==> src/rtl/disp_pkg.sv <==
// disp_pkg: shared state encoding, digit count and DIN field layout for the display value writer.
package disp_pkg;
    typedef enum logic [1:0] {IDLE, CONVERT, WRITE, DONE} state_t;
    localparam int DIGITS = 8;
    localparam int ADDR_W = 3;
    localparam int EN_BIT = 5;
    localparam int BCD_MSB = 4;
    localparam int BCD_LSB = 1;
    localparam int DP_BIT = 0;
endpackage

==> src/rtl/display_value_writer_if.sv <==
// display_value_writer_if: request side (start/value/dp) and display-RAM write port of the value writer.
interface display_value_writer_if #(parameter int WIDTH = 26);
    import disp_pkg::*;
    logic start;
    logic [WIDTH-1:0] value;
    logic dp_en;
    logic [ADDR_W-1:0] dp_pos;
    logic busy;
    logic done;
    logic W;
    logic [ADDR_W-1:0] WADD;
    logic [5:0] DIN;
    modport master(output start, value, dp_en, dp_pos, input busy, done, W, WADD, DIN);
    modport slave(input start, value, dp_en, dp_pos, output busy, done, W, WADD, DIN);
endinterface

==> src/rtl/bcd_add3_adjust.sv <==
// bcd_add3_adjust: double-dabble nibble correction, adds 3 to any BCD digit of 5 or more.
module bcd_add3_adjust (
    input  logic [3:0] d,
    output logic [3:0] q
);
    assign q = d >= 4'd5 ? d + 4'd3 : d;
endmodule

==> src/rtl/display_value_writer.sv <==
// display_value_writer: binary-to-BCD by double-dabble, then streams 8 digit words into display RAM.
// Optional leading-zero blanking is enabled by defining DISP_LZ_BLANK_EN.
module display_value_writer
    import disp_pkg::*;
#(
    parameter int WIDTH = 26
) (
    input logic clk,
    input logic rst,
    display_value_writer_if.slave bus
);
    localparam int CW = $clog2(WIDTH + 1);
    state_t state;
    logic [WIDTH-1:0] shreg;
    logic [31:0] bcd;
    logic [31:0] adj;
    logic [31:0] bcd_next;
    logic [CW-1:0] cnt;
    logic dp_en_q;
    logic [ADDR_W-1:0] dp_pos_q;
    for (genvar i = 0; i < DIGITS; i++) begin : g_adj
        bcd_add3_adjust u_adj (.d(bcd[4*i +: 4]), .q(adj[4*i +: 4]));
    end
    assign bcd_next = {adj[30:0], shreg[WIDTH-1]};
    function automatic logic [5:0] digit_word(input logic [31:0] b, input logic [ADDR_W-1:0] i);
        logic [5:0] w;
        w = '0;
        w[EN_BIT] = 1'b1;
        w[BCD_MSB:BCD_LSB] = b[{i, 2'b00} +: 4];
        w[DP_BIT] = dp_en_q && i == dp_pos_q;
`ifdef DISP_LZ_BLANK_EN
        // a zero digit stays visible when it sits between the DP and the units digit
        if (i != '0 && (b >> {i, 2'b00}) == 32'd0 && !(dp_en_q && i <= dp_pos_q)) w = '0;
`endif
        return w;
    endfunction
    always_ff @(posedge clk) begin
        if (rst) begin
            state <= IDLE;
            bus.busy <= 1'b0;
            bus.done <= 1'b0;
            bus.W <= 1'b0;
            bus.WADD <= '0;
            bus.DIN <= '0;
            shreg <= '0;
            bcd <= '0;
            cnt <= '0;
            dp_en_q <= 1'b0;
            dp_pos_q <= '0;
        end else begin
            case (state)
                IDLE: if (bus.start) begin
                    shreg <= bus.value;
                    dp_en_q <= bus.dp_en;
                    dp_pos_q <= bus.dp_pos;
                    bcd <= '0;
                    cnt <= '0;
                    bus.busy <= 1'b1;
                    state <= CONVERT;
                end
                CONVERT: begin
                    bcd <= bcd_next;
                    shreg <= shreg << 1;
                    cnt <= cnt + 1'b1;
                    // the final shift result feeds digit 0 directly so WRITE starts without a gap
                    if (cnt == CW'(WIDTH - 1)) begin
                        state <= WRITE;
                        bus.W <= 1'b1;
                        bus.WADD <= '0;
                        bus.DIN <= digit_word(bcd_next, '0);
                    end
                end
                WRITE: if (bus.WADD == ADDR_W'(DIGITS - 1)) begin
                    bus.W <= 1'b0;
                    bus.done <= 1'b1;
                    state <= DONE;
                end else begin
                    bus.WADD <= bus.WADD + 1'b1;
                    bus.DIN <= digit_word(bcd, bus.WADD + 1'b1);
                end
                default: begin
                    bus.done <= 1'b0;
                    bus.busy <= 1'b0;
                    state <= IDLE;
                end
            endcase
        end
    end
endmodule

==> src/flat_wrapper.sv <==
// flat-port wrapper written by rule: the top's interface ports become plain ports
module display_value_writer_flat import disp_pkg::*;
#(
    parameter int WIDTH = 26
)
  (clk, rst, bus_start, bus_value, bus_dp_en, bus_dp_pos, bus_busy, bus_done, bus_W, bus_WADD, bus_DIN);
  display_value_writer_if #(.WIDTH(WIDTH)) bus_i ();
  input logic clk;
  input logic rst;
  input wire logic [$bits(bus_i.start)-1:0] bus_start;
  input wire logic [$bits(bus_i.value)-1:0] bus_value;
  input wire logic [$bits(bus_i.dp_en)-1:0] bus_dp_en;
  input wire logic [$bits(bus_i.dp_pos)-1:0] bus_dp_pos;
  output wire logic [$bits(bus_i.busy)-1:0] bus_busy;
  output wire logic [$bits(bus_i.done)-1:0] bus_done;
  output wire logic [$bits(bus_i.W)-1:0] bus_W;
  output wire logic [$bits(bus_i.WADD)-1:0] bus_WADD;
  output wire logic [$bits(bus_i.DIN)-1:0] bus_DIN;
  assign bus_i.start = bus_start;
  assign bus_i.value = bus_value;
  assign bus_i.dp_en = bus_dp_en;
  assign bus_i.dp_pos = bus_dp_pos;
  assign bus_busy = bus_i.busy;
  assign bus_done = bus_i.done;
  assign bus_W = bus_i.W;
  assign bus_WADD = bus_i.WADD;
  assign bus_DIN = bus_i.DIN;
  display_value_writer #(.WIDTH(WIDTH)) u_core (.clk(clk), .rst(rst), .bus(bus_i));
endmodule
==> config.mk <==
export PLATFORM = sky130hd
export DESIGN_NAME = display_value_writer_flat
export DESIGN_NICKNAME = d
export VERILOG_FILES = /design/src/rtl/disp_pkg.sv /design/src/rtl/display_value_writer_if.sv /design/src/rtl/bcd_add3_adjust.sv /design/src/rtl/display_value_writer.sv /design/src/flat_wrapper.sv
export SDC_FILE = /design/constraint.sdc
export NUM_CORES = 1
export LEC_CHECK = 0
export ABC_AREA = 1
export BUFFER_PORTS_ARGS = -buffer_cell sky130_fd_sc_hd__buf_4
export CAP_MARGIN = 20
export CORE_MARGIN = 4
export CORE_UTILIZATION = 40
export DETAILED_ROUTE_END_ITERATION = 12
export SETUP_SLACK_MARGIN = 0.1
export SYNTH_ARGS = -nofsm -noshare
export SYNTH_HDL_FRONTEND = slang
export SYNTH_SLANG_ARGS = --single-unit
export TNS_END_PERCENT = 20
==> constraint.sdc <==
create_clock -name clk -period 3.5 [get_ports clk]
set_clock_uncertainty 0.1 [all_clocks]
set_input_delay 0.525 -clock clk [delete_from_list [all_inputs] [get_ports clk]]
set_output_delay 0.525 -clock clk [all_outputs]
set_load 0.02 [all_outputs]
==> metrics <==
status=completed; FMAX=between 300 and 400 MHz; Finish-stage setup viols=0; fin crit period=2.637 ns; largest net degree at the start of global routing=~60; final net count=742; area of the multi-input gates=0.002430 mm^2; syn_area_per_cell=approximately 6.8 um^2; CTS HTree Levels=3; Filler Cell Count=1116; CP max stage cell=inv_1; RSZ-0062 raised after global routing=no; Initial Utilization=around two fifths; Via-to-Cell Ratio=5.240; peak supply drop=322.9 uV; setup bufs post-CTS=0; number of diodes=0; Final Routed Wirelength=10650 um; commonest non-fill, non-tap cell in the layout=nand2_1; row count=38; WP data required=3.69 ns; Seq/Total Area, Yosys=36.53%; wire per inst=approximately 13 um; Syn Nets=713; worst hold-check slack=0.3238 ns; Starting DRT DRC Count=around 260; Fin Setup TNS=0 ns; most frequent cells in the layout=nand2_1, dfxtp_1, inv_1; full die area=0.01285 mm^2; Synth cell types=32; Post-CTS Resized=0; Max stage delay on crit path=0.84 ns; Pins Over Slew Limit=0; post-detailed-route DRC marker count=0; RePlAce Congestion=0.8659; drt pass-1 iters=5; initial antenna violation count=0; CTS tree=yes; CP max FO=32; gr usage total=approximately 17%; share of cells above drive strength 1=11.16%; Leak=2.195 nW; worst-margin pin slew=1.050 ns; WHS Path Cells=3; Max-Cap Viols=0; Reg area=0.001622 mm^2; Bufs on Longest Clock Path=2; Routed Antenna Nets=0; Worst-Skew Late Latency=0.36 ns; fin crit share=approximately three quarters; first-pass GRT wire length=18210 um; cell mode on critical path=inv_1; clock transition at the registers of the reported paths=0.09 ns; synthesized flop and latch total=81; number of global-route vias before repair=between 4000 and 5000; hold-fix buffers at CTS=0; vias=4349; Ports=45; Cell Pwr Density=628.7 mW/mm^2; I/O Buffers=44; Post-Syn Instances=about 660; Chip Width=113.3 um; root buf cell=clkbuf_8; Die Span Y=113.3 um; Critical Path AT=between 2 and 3 ns; Ys Warns=0; Syn-to-layout area delta=14.43%; max_slew headroom=roughly 30%; final hold violations=0; total CTS buffers=9; Hold/Removal Path Class=input pin to flip-flop; Detailed Place HPWL=7249 um; reg2reg path depth=7; kind of critical path=flip-flop to flip-flop; CP endpoint kind=flip-flop; Core Region=roughly 0.011 mm^2; clk sinks=81; element type at the critical path start=flip-flop; CP Cell Sequence=inv_1 -> ha_1 -> buf_4 -> nand2_1 -> inv_1 -> o211ai_1 -> a21oi_1; Cell Area, Synth=0.004439 mm^2; grt ovf=0
-- sequential cells by signal, summed over array words and instances, names as in the netlist --
register,count
u_core.bus.WADD,3
u_core.bcd,32
u_core.shreg,26
u_core.bus.DIN,6
u_core.state,2
u_core.cnt,5
u_core.bus.busy,1
u_core.dp_en_q,1
u_core.dp_pos_q,3
u_core.bus.W,1
u_core.bus.done,1
-- through the flow --
| stage | cells | area (um^2) | setup slack [ns] | utilization, % | power [W] |
|---|---|---|---|---|---|
| after global placement | 813 | 4823 | 0.6554 | 44.49 | 0.002365 |
| after detailed placement | 813 | 4823 | 0.6064 | 44.49 | 0.002389 |
| after global routing | 830 | 5080 | 0.6468 | 46.86 | 0.003446 |
| after CTS | 829 | 5052 | 0.5948 | 46.61 | 0.003186 |
| final | 830 | 5080 | 0.8630 | 46.86 | 0.003194 |
| after floorplan | 656 | 4439 | 1.818 | - | 0.002104 |
-- cell families (layout without fill, tap and decap cells) --
kind of cell	after synthesis	count (layout)	share of synthesized area, %
simple gates	316	316	29.93
compound gates	141	141	17.67
buf+inv	93	127	8.906
flops	81	81	36.53
fa+ha+maj	24	24	6.764
xor+xnor	1	1	0.1973
-- worst max-delay path, delay by kind of cell (launching register included) --
kind            cells  cell delay (ns)
fa+ha+maj           1             0.18
flops               1             0.33
buf+inv             3             1.26
simple gates        1             0.28
compound gates      2             0.41
-- where the power goes --
group	switching (W)	internal, W
registers	0.000105	0.00112
logic	0.000786	0.000388
clock network	0.000371	0.000424
-- cell usage after synthesis (all sizes together) --
master | n | share of area (%)
a211oi | 2 | 0.34
a21boi | 1 | 0.17
a21oi | 50 | 5.7
a31oi | 26 | 3.8
and3 | 1 | 0.14
buf | 20 | 2.7
clkbuf | 12 | 1.0
dfxtp | 81 | 37
ha | 24 | 6.8
inv | 61 | 5.2
nand2 | 207 | 18
nand3 | 54 | 6.1
nand4 | 20 | 3.0
nor2 | 30 | 2.5
nor3 | 2 | 0.34
nor3b | 1 | 0.17
o211ai | 8 | 1.4
o21ai | 53 | 6.1
o22ai | 1 | 0.14
or2 | 1 | 0.14
xor2 | 1 | 0.20
-- layer usage --
layer	vias up	GRT usage, %	routed length (um)	share of wire (%)
met1	1969	21.96	5109	48
met3	27	2.995	438	4.1
met4	0	9.375	341	3.2
met5	-	0	0	0
li1	2242	-	-	-
met2	111	27.53	4762	45
-- final cells by class --
| class | count | share of cell area, % |
|---|---|---|
| Multi-Input combinational cell | 482 | 47.83 |
| Clock inverter | 6 | 1.798 |
| Inverter | 61 | 4.507 |
| Timing Repair Buffer | 50 | 7.783 |
| Clock buffer | 10 | 2.709 |
| Sequential cell | 81 | 31.92 |
| Tap cell | 140 | 3.448 |
-- final timing paths --
check	from	end	slack, ns
setup / recovery	u_core.state[1]	u_core.bcd[31]	0.86
hold / removal	bus_value[11]	u_core.shreg[11]	0.32
setup reg to reg	u_core.state[1]	u_core.bcd[31]	0.86
hold reg to reg	u_core.bcd[31]	u_core.bcd[31]	0.37
Note: power is estimated with default switching activity, not from simulation.
